==> src/rtl/mem_arb_pkg.sv <==
// Shared types and defaults for the unified-memory port arbiter.
package mem_arb_pkg;

  typedef enum logic {
    ST_IDLE = 1'b0,
    ST_WAIT = 1'b1
  } arb_state_e;

  localparam logic OWN_I = 1'b0;
  localparam logic OWN_D = 1'b1;

  localparam int unsigned LATENCY_DEF    = 2;
  localparam int unsigned STARVE_MAX_DEF = 4;

  // Wide enough for the largest legal LATENCY (15).
  localparam int unsigned CNT_W = 4;

endpackage

==> src/rtl/mem_port_arbiter_if.sv <==
// Core-side fetch/load-store ports plus the memory command/response bus.
interface mem_port_arbiter_if #(
  parameter int unsigned ADDR_W = 32,
  parameter int unsigned DATA_W = 32
);
  logic              i_req;
  logic [ADDR_W-1:0] i_addr;
  logic              i_gnt;
  logic              i_rvalid;
  logic [DATA_W-1:0] i_rdata;

  logic                d_req;
  logic                d_we;
  logic [ADDR_W-1:0]   d_addr;
  logic [DATA_W-1:0]   d_wdata;
  logic [DATA_W/8-1:0] d_be;
  logic                d_gnt;
  logic                d_rvalid;
  logic [DATA_W-1:0]   d_rdata;

  logic                m_req;
  logic                m_we;
  logic [ADDR_W-1:0]   m_addr;
  logic [DATA_W-1:0]   m_wdata;
  logic [DATA_W/8-1:0] m_be;
  logic [DATA_W-1:0]   m_rdata;

  logic busy;

  modport master (
    output i_req, i_addr, d_req, d_we, d_addr, d_wdata, d_be, m_rdata,
    input  i_gnt, i_rvalid, i_rdata, d_gnt, d_rvalid, d_rdata,
           m_req, m_we, m_addr, m_wdata, m_be, busy
  );

  modport slave (
    input  i_req, i_addr, d_req, d_we, d_addr, d_wdata, d_be, m_rdata,
    output i_gnt, i_rvalid, i_rdata, d_gnt, d_rvalid, d_rdata,
           m_req, m_we, m_addr, m_wdata, m_be, busy
  );
endinterface

==> src/rtl/mem_arb_timer.sv <==
// Loadable down-counter timing the fixed memory latency; done marks the capture cycle.
module mem_arb_timer
  import mem_arb_pkg::*;
#(
  parameter int unsigned LATENCY = LATENCY_DEF
) (
  input  logic clk,
  input  logic rst_n,
  input  logic load,
  input  logic run,
  output logic done
);
  logic [CNT_W-1:0] cnt;

  always_ff @(posedge clk or negedge rst_n) begin
    if (!rst_n)                  cnt <= '0;
    else if (load)               cnt <= CNT_W'(LATENCY - 1);
    else if (run && cnt != '0)   cnt <= cnt - 1'b1;
  end

  assign done = run && (cnt == '0);
endmodule

==> src/rtl/mem_port_arbiter.sv <==
// Arbitrates fetch and load/store onto one fixed-latency memory; data wins unless fetch is starving.
module mem_port_arbiter
  import mem_arb_pkg::*;
#(
  parameter int unsigned ADDR_W     = 32,
  parameter int unsigned DATA_W     = 32,
  parameter int unsigned LATENCY    = LATENCY_DEF,
  parameter int unsigned STARVE_MAX = STARVE_MAX_DEF
) (
  input logic clk,
  input logic rst_n,
  mem_port_arbiter_if.slave bus
);
  localparam int unsigned STRK_W = $clog2(STARVE_MAX + 1);
  localparam logic [STRK_W-1:0] STRK_MAX = STRK_W'(STARVE_MAX);

  arb_state_e state, next_state;
  logic done;
  logic i_gnt, d_gnt, m_req, m_we;
  logic [ADDR_W-1:0]   m_addr;
  logic [DATA_W-1:0]   m_wdata;
  logic [DATA_W/8-1:0] m_be;
  logic                owner, we_q;
  logic [STRK_W-1:0]   streak;
  logic                i_rvalid_q, d_rvalid_q;
  logic [DATA_W-1:0]   i_rdata_q, d_rdata_q;

  always_ff @(posedge clk or negedge rst_n) begin
    if (!rst_n) state <= ST_IDLE;
    else        state <= next_state;
  end

  always_comb begin
    next_state = state;
    case (state)
      ST_IDLE: if (i_gnt || d_gnt) next_state = ST_WAIT;
      ST_WAIT: if (done)           next_state = ST_IDLE;
      default:                     next_state = ST_IDLE;
    endcase
  end

  // Grants are gated by rst_n so every output reads 0 while reset is held.
  always_comb begin
    i_gnt   = 1'b0;
    d_gnt   = 1'b0;
    m_req   = 1'b0;
    m_we    = 1'b0;
    m_addr  = '0;
    m_wdata = '0;
    m_be    = '0;
    if (rst_n && state == ST_IDLE) begin
      if (bus.d_req && !(bus.i_req && streak == STRK_MAX)) begin
        d_gnt  = 1'b1;
        m_req  = 1'b1;
        m_we   = bus.d_we;
        m_addr = bus.d_addr;
        if (bus.d_we) begin
          m_wdata = bus.d_wdata;
          m_be    = bus.d_be;
        end
      end else if (bus.i_req) begin
        i_gnt  = 1'b1;
        m_req  = 1'b1;
        m_addr = bus.i_addr;
      end
    end
  end

  mem_arb_timer #(.LATENCY(LATENCY)) u_timer (
    .clk   (clk),
    .rst_n (rst_n),
    .load  (i_gnt | d_gnt),
    .run   (state == ST_WAIT),
    .done  (done)
  );

  always_ff @(posedge clk or negedge rst_n) begin
    if (!rst_n) begin
      owner      <= OWN_I;
      we_q       <= 1'b0;
      streak     <= '0;
      i_rvalid_q <= 1'b0;
      d_rvalid_q <= 1'b0;
      i_rdata_q  <= '0;
      d_rdata_q  <= '0;
    end else begin
      i_rvalid_q <= 1'b0;
      d_rvalid_q <= 1'b0;
      if (i_gnt) begin
        owner <= OWN_I;
        we_q  <= 1'b0;
      end
      if (d_gnt) begin
        owner <= OWN_D;
        we_q  <= bus.d_we;
      end
      if (done) begin
        if (owner == OWN_D) begin
          d_rvalid_q <= 1'b1;
          d_rdata_q  <= we_q ? '0 : bus.m_rdata;
        end else begin
          i_rvalid_q <= 1'b1;
          i_rdata_q  <= bus.m_rdata;
        end
      end
      // Streak counts data wins that made a waiting fetch stand aside.
      if (state == ST_IDLE) begin
        if (i_gnt)
          streak <= '0;
        else if (d_gnt && bus.i_req)
          streak <= (streak == STRK_MAX) ? streak : streak + 1'b1;
        else if (!bus.i_req)
          streak <= '0;
      end
    end
  end

  assign bus.i_gnt    = i_gnt;
  assign bus.d_gnt    = d_gnt;
  assign bus.m_req    = m_req;
  assign bus.m_we     = m_we;
  assign bus.m_addr   = m_addr;
  assign bus.m_wdata  = m_wdata;
  assign bus.m_be     = m_be;
  assign bus.i_rvalid = i_rvalid_q;
  assign bus.d_rvalid = d_rvalid_q;
  assign bus.i_rdata  = i_rdata_q;
  assign bus.d_rdata  = d_rdata_q;
  assign bus.busy     = (state == ST_WAIT);
endmodule

==> src/flat_wrapper.sv <==
// flat-port wrapper written by rule: the top's interface ports become plain ports
module mem_port_arbiter_flat import mem_arb_pkg::*;
#(
  parameter int unsigned ADDR_W     = 32,
  parameter int unsigned DATA_W     = 32,
  parameter int unsigned LATENCY    = LATENCY_DEF,
  parameter int unsigned STARVE_MAX = STARVE_MAX_DEF
)
  (clk, rst_n, bus_i_req, bus_i_addr, bus_d_req, bus_d_we, bus_d_addr, bus_d_wdata, bus_d_be, bus_m_rdata, bus_i_gnt, bus_i_rvalid, bus_i_rdata, bus_d_gnt, bus_d_rvalid, bus_d_rdata, bus_m_req, bus_m_we, bus_m_addr, bus_m_wdata, bus_m_be, bus_busy);
  mem_port_arbiter_if #(.ADDR_W(ADDR_W), .DATA_W(DATA_W)) bus_i ();
  input logic clk;
  input logic rst_n;
  input wire logic [$bits(bus_i.i_req)-1:0] bus_i_req;
  input wire logic [$bits(bus_i.i_addr)-1:0] bus_i_addr;
  input wire logic [$bits(bus_i.d_req)-1:0] bus_d_req;
  input wire logic [$bits(bus_i.d_we)-1:0] bus_d_we;
  input wire logic [$bits(bus_i.d_addr)-1:0] bus_d_addr;
  input wire logic [$bits(bus_i.d_wdata)-1:0] bus_d_wdata;
  input wire logic [$bits(bus_i.d_be)-1:0] bus_d_be;
  input wire logic [$bits(bus_i.m_rdata)-1:0] bus_m_rdata;
  output wire logic [$bits(bus_i.i_gnt)-1:0] bus_i_gnt;
  output wire logic [$bits(bus_i.i_rvalid)-1:0] bus_i_rvalid;
  output wire logic [$bits(bus_i.i_rdata)-1:0] bus_i_rdata;
  output wire logic [$bits(bus_i.d_gnt)-1:0] bus_d_gnt;
  output wire logic [$bits(bus_i.d_rvalid)-1:0] bus_d_rvalid;
  output wire logic [$bits(bus_i.d_rdata)-1:0] bus_d_rdata;
  output wire logic [$bits(bus_i.m_req)-1:0] bus_m_req;
  output wire logic [$bits(bus_i.m_we)-1:0] bus_m_we;
  output wire logic [$bits(bus_i.m_addr)-1:0] bus_m_addr;
  output wire logic [$bits(bus_i.m_wdata)-1:0] bus_m_wdata;
  output wire logic [$bits(bus_i.m_be)-1:0] bus_m_be;
  output wire logic [$bits(bus_i.busy)-1:0] bus_busy;
  assign bus_i.i_req = bus_i_req;
  assign bus_i.i_addr = bus_i_addr;
  assign bus_i.d_req = bus_d_req;
  assign bus_i.d_we = bus_d_we;
  assign bus_i.d_addr = bus_d_addr;
  assign bus_i.d_wdata = bus_d_wdata;
  assign bus_i.d_be = bus_d_be;
  assign bus_i.m_rdata = bus_m_rdata;
  assign bus_i_gnt = bus_i.i_gnt;
  assign bus_i_rvalid = bus_i.i_rvalid;
  assign bus_i_rdata = bus_i.i_rdata;
  assign bus_d_gnt = bus_i.d_gnt;
  assign bus_d_rvalid = bus_i.d_rvalid;
  assign bus_d_rdata = bus_i.d_rdata;
  assign bus_m_req = bus_i.m_req;
  assign bus_m_we = bus_i.m_we;
  assign bus_m_addr = bus_i.m_addr;
  assign bus_m_wdata = bus_i.m_wdata;
  assign bus_m_be = bus_i.m_be;
  assign bus_busy = bus_i.busy;
  mem_port_arbiter #(.ADDR_W(ADDR_W), .DATA_W(DATA_W), .LATENCY(LATENCY), .STARVE_MAX(STARVE_MAX)) u_core (.clk(clk), .rst_n(rst_n), .bus(bus_i));
endmodule
==> config.mk <==
export PLATFORM = sky130hd
export DESIGN_NAME = mem_port_arbiter_flat
export DESIGN_NICKNAME = d
export VERILOG_FILES = /design/src/rtl/mem_arb_pkg.sv /design/src/rtl/mem_port_arbiter_if.sv /design/src/rtl/mem_arb_timer.sv /design/src/rtl/mem_port_arbiter.sv /design/src/flat_wrapper.sv
export SDC_FILE = /design/constraint.sdc
export NUM_CORES = 1
export LEC_CHECK = 0
export CORE_MARGIN = 2
export CORE_UTILIZATION = 35
export CTS_BUF_LIST = sky130_fd_sc_hd__clkbuf_16
export DETAILED_ROUTE_END_ITERATION = 10
export PLACE_DENSITY = 0.82
export SETUP_SLACK_MARGIN = 0.02
export SYNTH_ARGS = -nofsm -noshare
export SYNTH_HDL_FRONTEND = slang
export SYNTH_HIERARCHICAL = 1
export SYNTH_SLANG_ARGS = --single-unit
==> constraint.sdc <==
create_clock -name clk -period 2.05 [get_ports clk]
set_input_delay 0.41 -clock clk [delete_from_list [all_inputs] [get_ports clk]]
set_output_delay 0.41 -clock clk [all_outputs]
set_load 0.02 [all_outputs]
==> out/results.txt, run 1 <==
status: finished with violations
failing checks: negative setup slack
CP Max Fanout: 6
P_int: 5935 uW
Yosys reg bits: 76
CTS buffer count: 9
GPL Wtd Cong: 0.9272
Place WS: -0.6735 ns
H-tree depth: 3
row count: 38
DP Cell Count: 769
flop-to-flop setup slack: 0.16 ns
Clock Latency Late Sink: 0.32 ns
Residual DRC: 0
drt initial violations: 298
Die Span Y: 108.2 um
Slew Viols, Final: 0
Flop pwr share: 0.290
Clock Skew: 0.007530 ns
Final WS setup: -0.3259 ns
Fmax achieved: 420.9 MHz
CTS tree: yes
# diodes: 0
Worst setup endpoint: bus_m_addr[3]
clk root buf: clkbuf_16
Syn-to-layout area delta: 106.3%
Mapped Cells: 357
Max clock buf depth: 2
Starting Density: 0.3550
Async S/R FF share, synth: 1.000
CP Capture Type: output port
core region area: 10,700 um^2
WS Path Type: reg -> out
number of synthesized flops with an enable pin: 0
Hold Path Class: in -> async
Syn. warnings: 6
cells on worst reg2reg path: 8
Overflow after GRT: 0
Yosys top cell area share: 0.5008
first-pass GRT wire length: 23,520 um
DP HPWL: 11,310 um
most common cell in the netlist: dfrtp_1
initial antenna violation count: 1
RR Endpoint: u_core/bus.i_rdata[18]$_DFFE_PN0P_
combinational share of power: 0.537
First-pass DRT Iterations: 7
syn avg cell area: 10.64 um^2
RSZ-0062 raised after global routing: yes
ys flop type: dfrtp_1
endpoints failing setup: 70
post-synth net total: 498
fin util: 0.7323
number of global-route vias before repair: 4,182
total number of vias: 4,120
Die W: 108.2 um
# clock sinks: 76
vias per cell: 5.093
mean routed wirelength per cell: 20.95 um
Multi-input gate area: 1923 um^2
Synth area leaders: dfrtp_1 (50%), mux2_1 (9.5%), a22o_1 (7.6%)
register area share after synthesis: 0.5008
Critical path origin: u_core/streak[1]$_DFFE_PN0P_
worst-margin pin slew: 0.7303 ns
Tot GR Track Use: 0.2659
Die ar.: 11,700 um^2
relative slew slack: 0.5132
Leak: 0.003499 uW
arrival time at the worst endpoint: 1.97 ns
Power Density: 1208 nW/um^2
largest area contributor in the netlist: dfrtp_1
fin nets: 807
VDD IR max: 0.9366 mV
# fillers: 709
clk slew on worst S/H paths: 0.06 ns
Final min period: 2.376 ns
period utilisation layout: 1.159
Mapped Area: 3797 um^2
drt total wl: 16,950 um
Req. time, crit path: 1.64 ns
Distinct cells, synth: 33
layout cells sized above 1: 0.2810
final hold viol count: 0
sw frac: 0.3726
max_cap viols: 0
area occupied by registers: 1902 um^2
ANT nets after route: 0
largest net degree at the start of global routing: 42
I/O pin cnt: 276
Sw Pwr: 3525 uW
most frequent cells after synthesis: dfrtp_1 (76), and3_1 (37), nand2_1 (37)
Worst setup SP type: flip-flop
port bufs: 275
R2R Path Start: u_core/u_timer/cnt[0]$_DFFE_PN0P_
Final Instance Count excl. Fillers: 809
Clk pwr share: 0.173
[cells in the final DEF (no fill, tap or decap), types with 3 or more instances in the layout]
cell,n
a22o_4,3
buf_12,10
buf_16,4
clkbuf_16,11
nand2_1,35
o21ai_1,33
nor2_1,7
mux2_1,32
buf_4,28
a22o_1,30
buf_8,4
and3_1,6
o21ai_0,3
inv_1,8
and3_4,31
clkdlybuf4s50_1,200
dfrtp_1,76
nand2b_1,32
buf_6,73
[power by group through the flow]
stage | combinational, uW | sequential [uW] | clock, uW
floorplan | 1520 | 3460 | 0
global placement | 4520 | 2700 | 0
detailed placement | 4660 | 2750 | 0
CTS | 4900 | 2730 | 1660
global route | 5370 | 2840 | 1720
finish | 5080 | 2750 | 1630
[logic make-up after synthesis]
logic type               share of synthesized area
flip-flops                                  0.5008
buffers and inverters                      0.05667
AO/OA/AOI/OAI                               0.1387
adder cells (fa/ha/maj)                    0.01318
AND/OR/NAND/NOR                             0.1865
multiplexers                                0.1041
[critical path: stages (launching register included)]
cell and delay, ns:
dfrtp_1 0.40, inv_2 0.10, ha_4 0.19, nand3_4 0.09
buf_4 0.16, and2_4 0.17, buf_16 0.15, a22o_4 0.23
buf_12 0.14
[layer usage]
layer  global-route usage  share of wire  wire length, um
met1               0.3416           0.40             6793
met2               0.4524           0.50             8531
met3              0.07113          0.075             1278
met4              0.05495          0.020              342
met5                    0              0                0
[registers in the layout, indices dropped and copies added, names as in the netlist]
signal               count
u_core/bus.d_rdata      32
u_core/bus.i_rdata      32
u_core/u_timer/cnt       4
u_core/streak            3
u_core/bus.busy          1
u_core/bus.d_rvalid      1
u_core/bus.i_rvalid      1
u_core/owner             1
u_core/we_q              1
[what timing repair did]
item | CTS | global route
endpoints found under the setup margin | 72 | 100
buffers inserted | 11 | 8
hold buffers | 0 | 0
gates resized for setup | 393 | 71
pin swaps | 11 | 31
cloned | 6 | 2
hold endpoints to repair | 0 | 0
[layout make-up]
class | count | share of cell area
Clock buffer | 9 | 0.02875
Clock inverter | 5 | 0.01006
Inverter | 10 | 0.004792
Multi-Input combinational cell | 243 | 0.2455
Sequential cell | 76 | 0.2428
Tap cell | 140 | 0.02236
Timing Repair Buffer | 326 | 0.4458
[worst min-delay path by stage]
stage / start / end / cells after the start
after detailed placement: u_core/bus.d_rdata[8]$_DFFE_PN0P_ / u_core/bus.d_rdata[8]$_DFFE_PN0P_ / 2
after floorplan: rst_n / u_core/bus.busy$_DFF_PN0_ / 0
after CTS: rst_n / u_core/bus.d_rdata[6]$_DFFE_PN0P_ / 2
after global routing: rst_n / u_core/bus.d_rdata[6]$_DFFE_PN0P_ / 2
after global placement: u_core/bus.d_rdata[8]$_DFFE_PN0P_ / u_core/bus.d_rdata[8]$_DFFE_PN0P_ / 2
final: rst_n / u_core/bus.d_rdata[6]$_DFFE_PN0P_ / 2
[metrics by stage]
stage,area (um^2),power [uW],hold WS (ns),setup TNS (ns)
after floorplan,3797,4978,0.1144,0
after global placement,6820,7212,0.4700,-38.63
after detailed placement,6820,7403,0.4782,-40.33
after CTS,7508,9298,0.2098,-11.76
after global routing,7834,9933,0.2307,-20.20
final,7834,9459,0.2027,-16.70
(Power assumes the default switching activity.)
==> run 2, diff against run 1 <==
Settings changed: CORE_ASPECT_RATIO set to 1.2, CORE_UTILIZATION 35 to 36, SYNTH_HIERARCHICAL 1 to not set.
==> run 2 against run 1 <==
Against the previous run: the flow still finishes with violations (negative setup slack); flip-flop and latch count is the same; design area shrank 1.1%; global-route usage shrank 2.5 points; via count shrank 6.1%; critical path depth shrank 1; clock power shrank 13%; largest power group unchanged.
==> out/results.txt, run 2 <==
Leak: 0.003456 uW (-1.2%)
syn avg cell area: 12.53 um^2 (+18%)
most frequent cells after synthesis: dfrtp_1 (76), and3_1 (37), mux2_2 (35), a22o_1 (33), nor2b_1 (33)
First-pass DRT Iterations: 4 (-3)
Worst setup SP type: flip-flop
Clock Latency Late Sink: 0.33 ns (about the same)
vias per cell: 5.139 (+0.92%)
Hold Path Class: in -> async
port bufs: 275 (unchanged)
H-tree depth: 3 (unchanged)
drt initial violations: 208 (-30%)
largest net degree at the start of global routing: 75 (+79%)
clk slew on worst S/H paths: 0.06 ns (about the same)
layout cells sized above 1: 0.3688 (+0.08774)
Multi-input gate area: 2049 um^2 (+6.6%)
met3 wire len: 949 um (-26%)
most common cell after layout, fill and taps aside: clkdlybuf4s50_1
core region area: 10,880 um^2 (+1.7%)
max_cap viols: 0 (unchanged)
Final WS setup: -0.1536 ns (+0.1723 ns)
failing checks: negative setup slack
DP Cell Count: 722 (-6.1%)
first-pass GRT wire length: 22,040 um (-6.3%)
area occupied by registers: 1902 um^2 (unchanged)
GPL Wtd Cong: 0.8442 (-9.0%)
DP HPWL: 11,020 um (-2.6%)
Mapped Area: 3973 um^2 (+4.6%)
period utilisation layout: 1.075 (-0.08406)
initial antenna violation count: 0 (-1)
worst-margin pin slew: 0.9215 ns (+0.1912 ns)
mux contribution to synthesized area: 0.2139 (+0.1097)
RSZ-0062 raised after global routing: yes
CTS tree: yes
Slew Viols, Final: 0 (unchanged)
Power Density: 1215 nW/um^2 (+0.60%)
CP Capture Type: output port
status: finished with violations
largest family of logic cells by synthesized area: multiplexers
Starting Density: 0.3652 (+0.01022)
drt total wl: 15,300 um (-9.7%)
Mapped Cells: 317 (-11%)
register area share after synthesis: 0.4787 (-0.02208)
mean routed wirelength per cell: 20.31 um (-3.0%)
Place WS: -0.6293 ns (+0.04418 ns)
Syn-to-layout area delta: 95.12%
Post-Synth Simple-Gate Area: 0.1543 (-0.03216)
Residual DRC: 0 (unchanged)
Async S/R FF share, synth: 1.000 (unchanged)
Final Instance Count excl. Fillers: 753 (-6.9%)
Die ar.: 11,900 um^2 (+1.7%)
Max clock buf depth: 2 (unchanged)
top layer in use: met4
xor and xnor area share after synthesis: 0 (unchanged)
final hold viol count: 0 (unchanged)
ANT nets after route: 0 (unchanged)
Distinct cells, synth: 36 (+9.1%)
Fmax achieved: 453.8 MHz (+7.8%)
met2 WL post-DR: 8263 um (-3.1%)
relative slew slack: 0.3857 (-0.1275)
# fillers: 758 (+6.9%)
fin util: 0.7126 (-0.01972)
Tot GR Track Use: 0.2409 (-0.02497)
clk root buf: clkbuf_16
overall power: 9416 uW (-0.46%)
largest area contributor in the netlist: dfrtp_1
Final min period: 2.204 ns (-0.1723 ns)
DRT met1 WL: 5574 um (-18%)
Die Span Y: 119.1 um (+10%)
Req. time, crit path: 1.64 ns (about the same)
row count: 42 (+11%)
Yosys top cell area share: 0.4787 (-0.02208)
ys flop type: dfrtp_1
most frequent cells in the layout: clkdlybuf4s50_1 (199), dfrtp_1 (76), buf_6 (72)
Adder-Cell Fraction of Synth Area: 0.01260 (-0.0005811)
arrival time at the worst endpoint: 1.79 ns (-0.18 ns)
post-synth net total: 458 (-8.0%)
VDD IR max: 0.5343 mV (-43%)
CP Max Fanout: 6 (unchanged)
Yosys reg bits: 76 (unchanged)
number of synthesized flops with an enable pin: 0 (unchanged)
Synth area leaders: dfrtp_1 (48%), mux2_4 (11%), mux2_2 (9.9%)
# diodes: 0 (unchanged)
Setup Total Neg Slack: -6.999 ns (+9.705 ns)
Syn. warnings: 0 (-6)
total number of vias: 3,870 (-6.1%)
I/O pin cnt: 276 (unchanged)
most common cell in the netlist: dfrtp_1
CTS buffer count: 9 (unchanged)
Die W: 99.90 um (-7.6%)
fin nets: 757 (-6.2%)
# clock sinks: 76 (unchanged)
Clock Skew: 0.008492 ns (+0.0009619 ns)
WS Path Type: reg -> out
endpoints failing setup: 70 (unchanged)
Synth Area in Compound Gates: 0.09008 (-0.04864)
Overflow after GRT: 0 (unchanged)
number of global-route vias before repair: 4,064 (-2.8%)
## run 2: cell types whose count changed after synthesis, moves of 3 or more
cell | previous run | this run
o21ai_1 | 33 | 0
clkbuf_2 | 0 | 3
nor2_1 | 7 | 2
clkbuf_1 | 12 | 7
inv_1 | 10 | 6
buf_2 | 7 | 10
mux2_4 | 1 | 29
nand2b_1 | 33 | 0
nor2b_1 | 2 | 33
mux2_2 | 0 | 35
buf_6 | 8 | 1
buf_12 | 0 | 3
mux2_1 | 32 | 0
nand2_1 | 37 | 9
## run 2: worst paths after layout
path                                               startpoint                                  to  slack [ns]  cells after the start
min in group clk           u_core.bus.d_rdata[30]$_DFFE_PN0P_  u_core.bus.d_rdata[30]$_DFFE_PN0P_        0.50                      1
min reg2reg                u_core.bus.d_rdata[30]$_DFFE_PN0P_  u_core.bus.d_rdata[30]$_DFFE_PN0P_        0.50                      1
max in group asynchronous                               rst_n   u_core.bus.i_rdata[5]$_DFFE_PN0P_        1.13                      2
max                              u_core.streak[1]$_DFFE_PN0P_                       bus_m_addr[2]       -0.15                      7
min                                                     rst_n        u_core.streak[1]$_DFFE_PN0P_        0.32                      2
max reg2reg                 u_core.u_timer.cnt[0]$_DFFE_PN0P_   u_core.bus.i_rdata[1]$_DFFE_PN0P_        0.15                      6
## run 2: area by class of cell
class / count / share of cell area
clock inverter: 7 / 0.005650
timing repair buffer: 313 / 0.4313
sequential: 76 / 0.2454
inverter: 6 / 0.002906
tap: 132 / 0.02131
clock buffer: 9 / 0.02906
multi-input combinational: 210 / 0.2644
## run 2: power breakdown
part	internal [uW]	switching, uW	total (uW)
registers	2240	450	2690
logic	2940	2370	5310
clock network	814	606	1420
total	5990	3420	9420
## run 2: routing by layer
layer | vias to the layer above | global-route usage
li1 | 1744 | -
met1 | 1913 | 0.2657
met2 | 186 | 0.4459
met3 | 27 | 0.04695
met4 | 0 | 0.09760
met5 | - | 0
## run 2: what timing repair did
item                       4_1_cts  5_1_grt
pin swaps                        0       47
hold buffers                     1        0
buffers inserted                 1        2
hold endpoints to repair         2        0
resized for setup              337      131
gates cloned                     1       10
setup endpoints to repair       72       72
## run 2: cells by family after synthesis
kind of cell	after synthesis
fa+ha+maj	4
buf+inv	32
compound gates	44
mux	66
flops	76
simple gates	95
## run 2: per-stage QoR
step | instance area, um^2 | hold slack, ns
finish | 7751 | 0.3177
global route | 7751 | 0.4014
CTS | 7084 | 0.3655
detailed placement | 6962 | 0.3137
global placement | 6962 | 0.3112
floorplan | 3973 | 0.1144
## run 2: worst max-delay path, stage by stage (launching register included)
cell and delay [ns]:
dfrtp_1 0.38, inv_2 0.07, ha_4 0.16, nand3_4 0.07, and3_4 0.23, buf_8 0.14
a22o_1 0.26, buf_6 0.14
